===== src/rtl/dmem_arbiter_pkg.sv =====
`default_nettype none
// ============================================================================
// Module   : dmem_arbiter_pkg
// Purpose  : Shared types for the data-memory arbiter: arbitration FSM state
//            encodings and the read-return owner tag.
// Ports    : none (package)
// Revision : 1.0 - initial release
// ============================================================================
package dmem_arbiter_pkg;

    // Arbitration FSM states
    typedef enum logic [1:0] {
        ST_ARB    = 2'd0,   // normal arbitration, core priority
        ST_DRAIN  = 2'd1,   // entering lock: wait for outstanding loads
        ST_LOCK   = 2'd2,   // ext owns the memory exclusively
        ST_DRAIN2 = 2'd3    // leaving lock: wait for outstanding loads
    } arb_state_e;

    // Which requester a returning load belongs to
    typedef enum logic {
        OWN_CORE = 1'b0,
        OWN_EXT  = 1'b1
    } owner_e;

    // 32-bit increment that sticks at all-ones
    function automatic logic [31:0] sat_inc32(input logic [31:0] v);
        return (v == 32'hFFFF_FFFF) ? v : v + 32'd1;
    endfunction

endpackage
`default_nettype wire


===== src/rtl/dmem_arbiter_rd_return_pipe.sv =====
`default_nettype none
// ============================================================================
// Module   : dmem_arbiter_rd_return_pipe
// Purpose  : MEM_LAT-deep shift register of {valid, owner} that tracks loads
//            in flight so read data can be routed back to the issuing port.
// Ports    : clk, reset (sync, active-low)
//            issue_valid/issue_owner : load issued to memory this cycle
//            ret_valid/ret_owner     : load whose data is on mem_rdata now
//            empty                   : no load in flight
// Revision : 1.0 - initial release
// ============================================================================
module dmem_arbiter_rd_return_pipe
    import dmem_arbiter_pkg::*;
#(
    parameter int MEM_LAT = 1
) (
    input  logic   clk,
    input  logic   reset,
    input  logic   issue_valid,
    input  owner_e issue_owner,
    output logic   ret_valid,
    output owner_e ret_owner,
    output logic   empty
);

    logic [MEM_LAT-1:0] valid_q, valid_d;
    logic [MEM_LAT-1:0] owner_q, owner_d;

    always_comb begin
        valid_d    = '0;
        owner_d    = '0;
        valid_d[0] = issue_valid;
        owner_d[0] = issue_owner;
        for (int i = 1; i < MEM_LAT; i++) begin
            valid_d[i] = valid_q[i-1];
            owner_d[i] = owner_q[i-1];
        end
    end

    always_ff @(posedge clk) begin
        if (!reset) begin
            valid_q <= '0;
            owner_q <= '0;
        end else begin
            valid_q <= valid_d;
            owner_q <= owner_d;
        end
    end

    assign ret_valid = valid_q[MEM_LAT-1];
    assign ret_owner = owner_e'(owner_q[MEM_LAT-1]);
    assign empty     = ~|valid_q;

endmodule
`default_nettype wire


===== src/rtl/dmem_arbiter.sv =====
`default_nettype none
// ============================================================================
// Module   : dmem_arbiter
// Purpose  : Shares a single-port data memory between the pipeline MEM stage
//            (core port) and an external loader/debug port (ext port). One
//            access per cycle; load data returns MEM_LAT cycles after grant
//            to the port that issued it. Core has priority, ext is forced a
//            grant after STARVE_MAX consecutive denials, and ext_lock gives
//            ext exclusive ownership once outstanding loads have drained.
// Ports    : clk, reset (sync, active-low)
//            core_* : req/we/addr/wdata/be in; gnt/stall/rvalid/rdata out
//            ext_*  : req/we/addr/wdata/be/lock in; gnt/rvalid/rdata out
//            mem_*  : en/we/addr/wdata/be out; rdata in
//            perf_stall_cnt/perf_ext_cnt out (only with DMEM_ARB_PERF_EN)
// Config   : `define DMEM_ARB_PERF_EN adds saturating stall/ext-grant counters
// Revision : 1.0 - initial release
// ============================================================================
module dmem_arbiter
    import dmem_arbiter_pkg::*;
#(
    parameter int AW         = 32,
    parameter int DW         = 32,
    parameter int MEM_LAT    = 1,
    parameter int STARVE_MAX = 4
) (
    input  logic            clk,
    input  logic            reset,
    input  logic            core_req,
    input  logic            core_we,
    input  logic [AW-1:0]   core_addr,
    input  logic [DW-1:0]   core_wdata,
    input  logic [DW/8-1:0] core_be,
    output logic            core_gnt,
    output logic            core_stall,
    output logic            core_rvalid,
    output logic [DW-1:0]   core_rdata,
    input  logic            ext_req,
    input  logic            ext_we,
    input  logic [AW-1:0]   ext_addr,
    input  logic [DW-1:0]   ext_wdata,
    input  logic [DW/8-1:0] ext_be,
    input  logic            ext_lock,
    output logic            ext_gnt,
    output logic            ext_rvalid,
    output logic [DW-1:0]   ext_rdata,
`ifdef DMEM_ARB_PERF_EN
    output logic [31:0]     perf_stall_cnt,
    output logic [31:0]     perf_ext_cnt,
`endif
    output logic            mem_en,
    output logic            mem_we,
    output logic [AW-1:0]   mem_addr,
    output logic [DW-1:0]   mem_wdata,
    output logic [DW/8-1:0] mem_be,
    input  logic [DW-1:0]   mem_rdata
);

    localparam int SW = $clog2(STARVE_MAX + 1);

    arb_state_e  state_q, state_d;
    logic [SW-1:0] starve_q, starve_d;
    logic        starve_full;
    logic        pipe_empty;
    logic        ret_valid;
    owner_e      ret_owner;
    logic        issue_load;
    owner_e      issue_owner;

    assign starve_full = (starve_q == SW'(STARVE_MAX));

    // Grants, next state and starvation counter. Grants are gated by reset
    // so nothing reaches memory while reset is held.
    always_comb begin
        core_gnt = 1'b0;
        ext_gnt  = 1'b0;
        state_d  = state_q;
        starve_d = starve_q;

        case (state_q)
            ST_ARB: begin
                ext_gnt  = reset & ext_req & (~core_req | starve_full);
                core_gnt = reset & core_req & ~ext_gnt;
                if (ext_lock) state_d = ST_DRAIN;
            end
            ST_DRAIN: begin
                if (!ext_lock)      state_d = ST_ARB;
                else if (pipe_empty) state_d = ST_LOCK;
            end
            ST_LOCK: begin
                ext_gnt = reset & ext_req;
                if (!ext_lock) state_d = ST_DRAIN2;
            end
            ST_DRAIN2: begin
                if (pipe_empty) state_d = ST_ARB;
            end
            default: state_d = ST_ARB;
        endcase

        if (state_q == ST_DRAIN2 || !ext_req || ext_gnt) begin
            starve_d = '0;
        end else if (!starve_full) begin
            starve_d = starve_q + SW'(1);
        end
    end

    always_ff @(posedge clk) begin
        if (!reset) begin
            state_q  <= ST_ARB;
            starve_q <= '0;
        end else begin
            state_q  <= state_d;
            starve_q <= starve_d;
        end
    end

    // Memory side mirrors whichever port is granted; idle bus is all zero.
    always_comb begin
        mem_en    = core_gnt | ext_gnt;
        mem_we    = 1'b0;
        mem_addr  = '0;
        mem_wdata = '0;
        mem_be    = '0;
        if (core_gnt) begin
            mem_we    = core_we;
            mem_addr  = core_addr;
            mem_wdata = core_wdata;
            mem_be    = core_be;
        end else if (ext_gnt) begin
            mem_we    = ext_we;
            mem_addr  = ext_addr;
            mem_wdata = ext_wdata;
            mem_be    = ext_be;
        end
    end

    assign issue_load  = mem_en & ~mem_we;
    assign issue_owner = ext_gnt ? OWN_EXT : OWN_CORE;

    dmem_arbiter_rd_return_pipe #(
        .MEM_LAT (MEM_LAT)
    ) u_rd_return_pipe (
        .clk         (clk),
        .reset       (reset),
        .issue_valid (issue_load),
        .issue_owner (issue_owner),
        .ret_valid   (ret_valid),
        .ret_owner   (ret_owner),
        .empty       (pipe_empty)
    );

    // Returning loads are masked while reset is held so in-flight reads
    // never surface.
    assign core_rvalid = reset & ret_valid & (ret_owner == OWN_CORE);
    assign ext_rvalid  = reset & ret_valid & (ret_owner == OWN_EXT);
    assign core_rdata  = core_rvalid ? mem_rdata : '0;
    assign ext_rdata   = ext_rvalid  ? mem_rdata : '0;
    assign core_stall  = reset & core_req & ~core_gnt;

`ifdef DMEM_ARB_PERF_EN
    logic [31:0] perf_stall_q, perf_stall_d;
    logic [31:0] perf_ext_q, perf_ext_d;

    always_comb begin
        perf_stall_d = core_stall ? sat_inc32(perf_stall_q) : perf_stall_q;
        perf_ext_d   = ext_gnt    ? sat_inc32(perf_ext_q)   : perf_ext_q;
    end

    always_ff @(posedge clk) begin
        if (!reset) begin
            perf_stall_q <= '0;
            perf_ext_q   <= '0;
        end else begin
            perf_stall_q <= perf_stall_d;
            perf_ext_q   <= perf_ext_d;
        end
    end

    assign perf_stall_cnt = perf_stall_q;
    assign perf_ext_cnt   = perf_ext_q;
`endif

endmodule
`default_nettype wire


===== config.mk =====
export PLATFORM = sky130hd
export DESIGN_NAME = dmem_arbiter
export DESIGN_NICKNAME = d
export VERILOG_FILES = /design/src/rtl/dmem_arbiter_pkg.sv /design/src/rtl/dmem_arbiter_rd_return_pipe.sv /design/src/rtl/dmem_arbiter.sv
export SDC_FILE = /design/constraint.sdc
export NUM_CORES = 1
export LEC_CHECK = 0
export ABC_AREA = 0
export CORE_AREA = 10 10 115 117
export DETAILED_ROUTE_END_ITERATION = 6
export DIE_AREA = 0 0 125 127
export PLACE_DENSITY = 0.68
export SYNTH_ARGS = -nofsm -noshare
export SYNTH_HDL_FRONTEND = slang
export SYNTH_SLANG_ARGS = --single-unit

===== constraint.sdc =====
create_clock -name clk -period 8.2 [get_ports clk]
set_input_delay 2.46 -clock clk [delete_from_list [all_inputs] [get_ports clk]]
set_output_delay 2.46 -clock clk [all_outputs]
set_load 0.02 [all_outputs]

* Word-level counts from Yosys, hierarchy flattened *
Index checks and enable logic that the tools add are counted.

operators by class
  reduce and logical (&&, ||, !) cells = 6
  add/subtract/negate cells = 1
  equal/unequal tests = 8
  bitwise logic cells = 17
  mux-type cells = 19

operators with widths
  kind                                           count
  two-way mux 32 bit                             6
  two-way mux 2 bit                              5
  AND 1 bit                                      9
  two-way mux 4 bit                              2
  case mux 2 bit (4 select lines)                1
  != test 2 bit, second input constant           3
  NOT 1 bit                                      6
  == test 2 bit, second input constant           2
  two-way mux 1 bit                              4
  AND reduction 4 bit                            1
  adder 3 x 1 -> 3 bit, second input constant    1
  == test 3 bit, second input constant           1
  != test 3 bit, second input constant           1
  == test 2 x 1 -> 1 bit, second input constant  1
  zero test 2 bit                                1
  logical OR 1 bit                               2
  OR 1 bit                                       2
  case mux 1 bit (2 select lines)                1
  OR reduction 2 bit                             1
  zero test 1 bit                                1

storage, ports and cells
  register bits after elaboration = 7

* Longest topological paths before layout *
  word-level depth = 9
  mapped depth = 6
  gate-level depth less buffers = 5

* By module *
From an unflattened synthesis, not the netlist that was laid out.

unflattened totals
  cell total of the unflattened synthesis = 202
  area total of the unflattened synthesis = 1544.0 um2

by module, submodules not included
  module                       area an instance (um2)  cells each  sequential area each (um2)  instances
  dmem_arbiter                 1487.7                  197         100.1                       1
  dmem_arbiter_rd_return_pipe  56.3                    5           40.0                        1

* Worst setup path after synthesis *
OpenSTA, ideal clock, no wires.

  kind = input -> output
  start = input port reset
  end = output port mem_addr[22]
  arrival time = 3658 ps
  path slack = 2082 ps
  data required time = 5740 ps
  stages on the path = 4
  cell sequence = nand2_2 > a2111oi_4 > buf_6 > a22o_1

between the ends
  cells in the longest elaborated chain, start to end = 6
  elaborated cells between the ends (all ways) = 9
  classes of those cells = 4 x mux; 5 x bitwise

RTL lines
  element                 line                 text
  start: declaration      dmem_arbiter.sv:27   input logic reset,
  AND 1 bit (2 in a row)  dmem_arbiter.sv:81   ext_gnt = reset & ext_req & (~core_req | starve_full);
  NOT 1 bit               dmem_arbiter.sv:82   core_gnt = reset & core_req & ~ext_gnt;
  AND 1 bit (*)           dmem_arbiter.sv:82
  two-way mux 1 bit (*)   dmem_arbiter.sv:79   case (state_q)
  net core_gnt            dmem_arbiter.sv:33   output logic core_gnt,
  two-way mux 32 bit (*)  dmem_arbiter.sv:123  if (core_gnt) begin
  end: declaration        dmem_arbiter.sv:52   output logic [AW-1:0] mem_addr,

The timed path passes the listed nets; every way through them passes the cells marked *.

* Worst setup path in the final report *
  start = input port reset
  end = output port mem_wdata[31]

between the ends
  cells in the longest elaborated chain, start to end = 6
  elaborated cells between the ends (all ways) = 9
  classes of those cells = 4 x mux; 5 x bitwise

RTL lines
  element                 line                                    text
  AND 1 bit               dmem_arbiter.sv:81, dmem_arbiter.sv:90
  AND 1 bit               dmem_arbiter.sv:81
  NOT 1 bit               dmem_arbiter.sv:82
  AND 1 bit               dmem_arbiter.sv:82
  two-way mux 1 bit       dmem_arbiter.sv:79
  two-way mux 32 bit (*)  dmem_arbiter.sv:123
  end: declaration        dmem_arbiter.sv:53                      output logic [DW-1:0] mem_wdata,

Mark *: on every way between the ends. The rest lies on a longest branch, timed or not.

==> results.cfg <==
[global_route]
grt_max_degree = 73
track_usage_pct = 14.86
overflow = 0
grt_pass1_wl_mm = 19.03
antenna_found_initial = 0
grt_pass1_vias = 3068

[synth]
synth_top_area_share_pct = 37.87
synth_top_cells_by_area = a22o_1, and2_1, dfxtp_1
syn_area_um2 = 1573
ys_ff_latch = 7
postSynthCellCount = 199
yosys.area.top_type = a22o_1
yosysWarningCount = 0
synth_nets = 376
synth_cell_type_count = 28
ys_seq_area_share_pct = 8.910
synthesis.area_per_instance_um2 = 7.903

[sta]
fmax_mhz = 134.7
fin_crit_sh_pct = 90.52
finalHoldViolations = 0
tightest_slew_ps = 904.8
fin_tns_setup_ps = 0
rsz0062_at_grt = false
period_minus_slack_ps = 7422
hold_ws_ps = 482.6
slew_headroom_pct = 39.68
drv_slew = 0
clock_skew_ps = 1.878
setup_viol = 0

[drt]
viasPerCell = 4.374
drc_errors = 0
first_iter_violations = 78
drt_wl_total_mm = 13.39
ant_nets = 0
vias = 2808
wire_per_inst_um = 20.85
drt-pass1-iter-count = 4

[worst_setup_path]
startpoint = reset
reg2reg_from = starve_q[0]$_SDFFE_PP0N_
crit_fanout = 54
path_depth = 6
cp_top_family = buffers and inverters
r2r_cells = 6
critPathMaxStageDelay_ps = 660
cpMostUsedCell = clkdlybuf4s50_1
crit_end = mem_wdata[31]
worstPathArrival_ps = 4960
r2r_setup_slack_ps = 6180
critPathKind = input port to output port
path_cells = clkdlybuf4s50_1 -> nand2_2 -> a2111oi_4 -> buf_4 -> a22o_1 -> clkdlybuf4s50_1
crit_required_ps = 5740
cp-start-kind = input port
reg2reg_to = u_rd_return_pipe.ret_valid$_SDFF_PN0_
cp_num_buf_inv = 3
slowest_stage = clkdlybuf4s50_1
endpoint_kind = output port

[clock_network]
clock-sinks = 7
post-cts-setup-buffers = 0
cts-root-buf = clkbuf_16
postCtsHoldBufs = 0
clock_latency_ps = 230
cts_max_level = 1
cts_tree = done
cts_inserted_buffers = 3
cts_resized = 0
path_clk_slew_ps = 40
clockBufferDepth = 2

[power]
swShare_pct = 31.96
intPower_uw = 244.6
seq_power_share_pct = 10.8
p_per_area_nw_per_um2 = 74.00
vdd_drop_max_uv = 49.88
combinationalPowerShare_pct = 65.9
clkPwrFrac_pct = 23.4
total_power_uw = 359.4
leakage_nw = 1.816
p_sw_uw = 114.9

[placed_design]
place_hpwl_mm = 11.91
gp_congestion = 0.8884
numPortBuffers = 313
placed_area_um2 = 4778

[floorplan]
rows = 39
die_h_um = 127
core_area_um2 = 11130
die_w_um = 125
floorplan.initialDensity_pct = 14.14
ios = 314
die_area_um2 = 15880

[final_layout]
layout_commonest_cell = clkdlybuf4s50_1
diodes = 0
multi_input_area_um2 = 1261
final_cell_mix = clkdlybuf4s50_1, a22o_1, and2_1
drive_above_1_share_pct = 2.806
register_area_um2 = 140.1
final_core_util_pct = 43.66
fin_area_um2 = 4857
nets = 677
nFillCells = 1126
syn_to_final_growth_pct = 208.8

[job]
drv_cap = 0

[status]
status = finished, final reports clean

[min_path]
hp-class = flip-flop to flip-flop
routing by layer:
layer  share of wire, %  global-route usage (%)  vias up
li1                   -                       -     1343
met1                 36                   14.60     1253
met2                 51                   28.23      204
met3                 12                   6.907        8
met4               0.84                   2.507        0
met5                  0                       0        -
worst min path at each step:
| stage | slack, ps | start | to | cells past startpoint |
|---|---|---|---|---|
| 3_3_place_gp | 470 | starve_q[1]$_SDFFE_PP0N_ | starve_q[1]$_SDFFE_PP0N_ | 2 |
| 3_5_place_dp | 490 | starve_q[1]$_SDFFE_PP0N_ | starve_q[1]$_SDFFE_PP0N_ | 2 |
| 2_1_floorplan | 460 | starve_q[1]$_SDFFE_PP0N_ | starve_q[1]$_SDFFE_PP0N_ | 2 |
| 6_report | 480 | starve_q[1]$_SDFFE_PP0N_ | starve_q[1]$_SDFFE_PP0N_ | 2 |
| 5_1_grt | 520 | starve_q[1]$_SDFFE_PP0N_ | starve_q[1]$_SDFFE_PP0N_ | 2 |
| 4_1_cts | 490 | starve_q[1]$_SDFFE_PP0N_ | starve_q[1]$_SDFFE_PP0N_ | 2 |
worst min-delay path, stage by stage, from the launching register on:
cell and delay (ps):
dfxtp_1 310, nand3_1 70, a21oi_1 50
kinds of logic (layout without fill, tap and decap cells):
kind of cell	after synthesis	after routing	synth area share, %
flip-flops	7	7	8.910
adder cells (fa/ha/maj)	2	2	1.591
buffers and inverters	27	327	10.90
multiplexers	1	1	0.6365
AO/OA/AOI/OAI	78	78	45.35
AND/OR/NAND/NOR	84	84	32.62
through the flow:
stage          instances  setup WS (ps)
6_report             642          777.6
5_1_grt              642          635.7
4_1_cts              642          781.5
3_5_place_dp         638          780.0
3_3_place_gp         638          806.1
2_1_floorplan        199           2082
cells in the mapped netlist:
master and number:
and2_4 1, and2_1 64, nand2_1 3, a22o_2 2, a311oi_4 1, a2111oi_0 1
nand3b_1 2, a22o_1 68, dfxtp_1 7, ha_1 2, nor2b_1 1, inv_1 6
a21oi_1 3, nand2_2 1, or3_1 1, and3_1 1, nor2_1 4, o2111a_1 1
mux2i_1 1, nand3_1 3, a311oi_1 1, clkbuf_1 12, nor4bb_1 1, clkbuf_8 1
a2111oi_4 1, nand2b_1 1, buf_6 8, or2_2 1
cell type report:
| type | count | area share (%) |
|---|---|---|
| repair buffers | 317 | 65.38 |
| multi-input cells | 165 | 25.97 |
| well taps | 143 | 3.684 |
| flip-flops and latches | 7 | 2.885 |
| clock buffers | 4 | 1.623 |
| inverters | 6 | 0.4637 |
power groups by stage:
stage / registers, mW / clock network, mW / logic, mW
CTS: 0.0387 / 0.0854 / 0.239
floorplan: 0.0375 / 0 / 0.0883
global route: 0.0391 / 0.0876 / 0.249
global placement: 0.0390 / 0 / 0.236
finish: 0.0387 / 0.0839 / 0.237
detailed placement: 0.0392 / 0 / 0.238
Power figures use the tool's default switching activity.
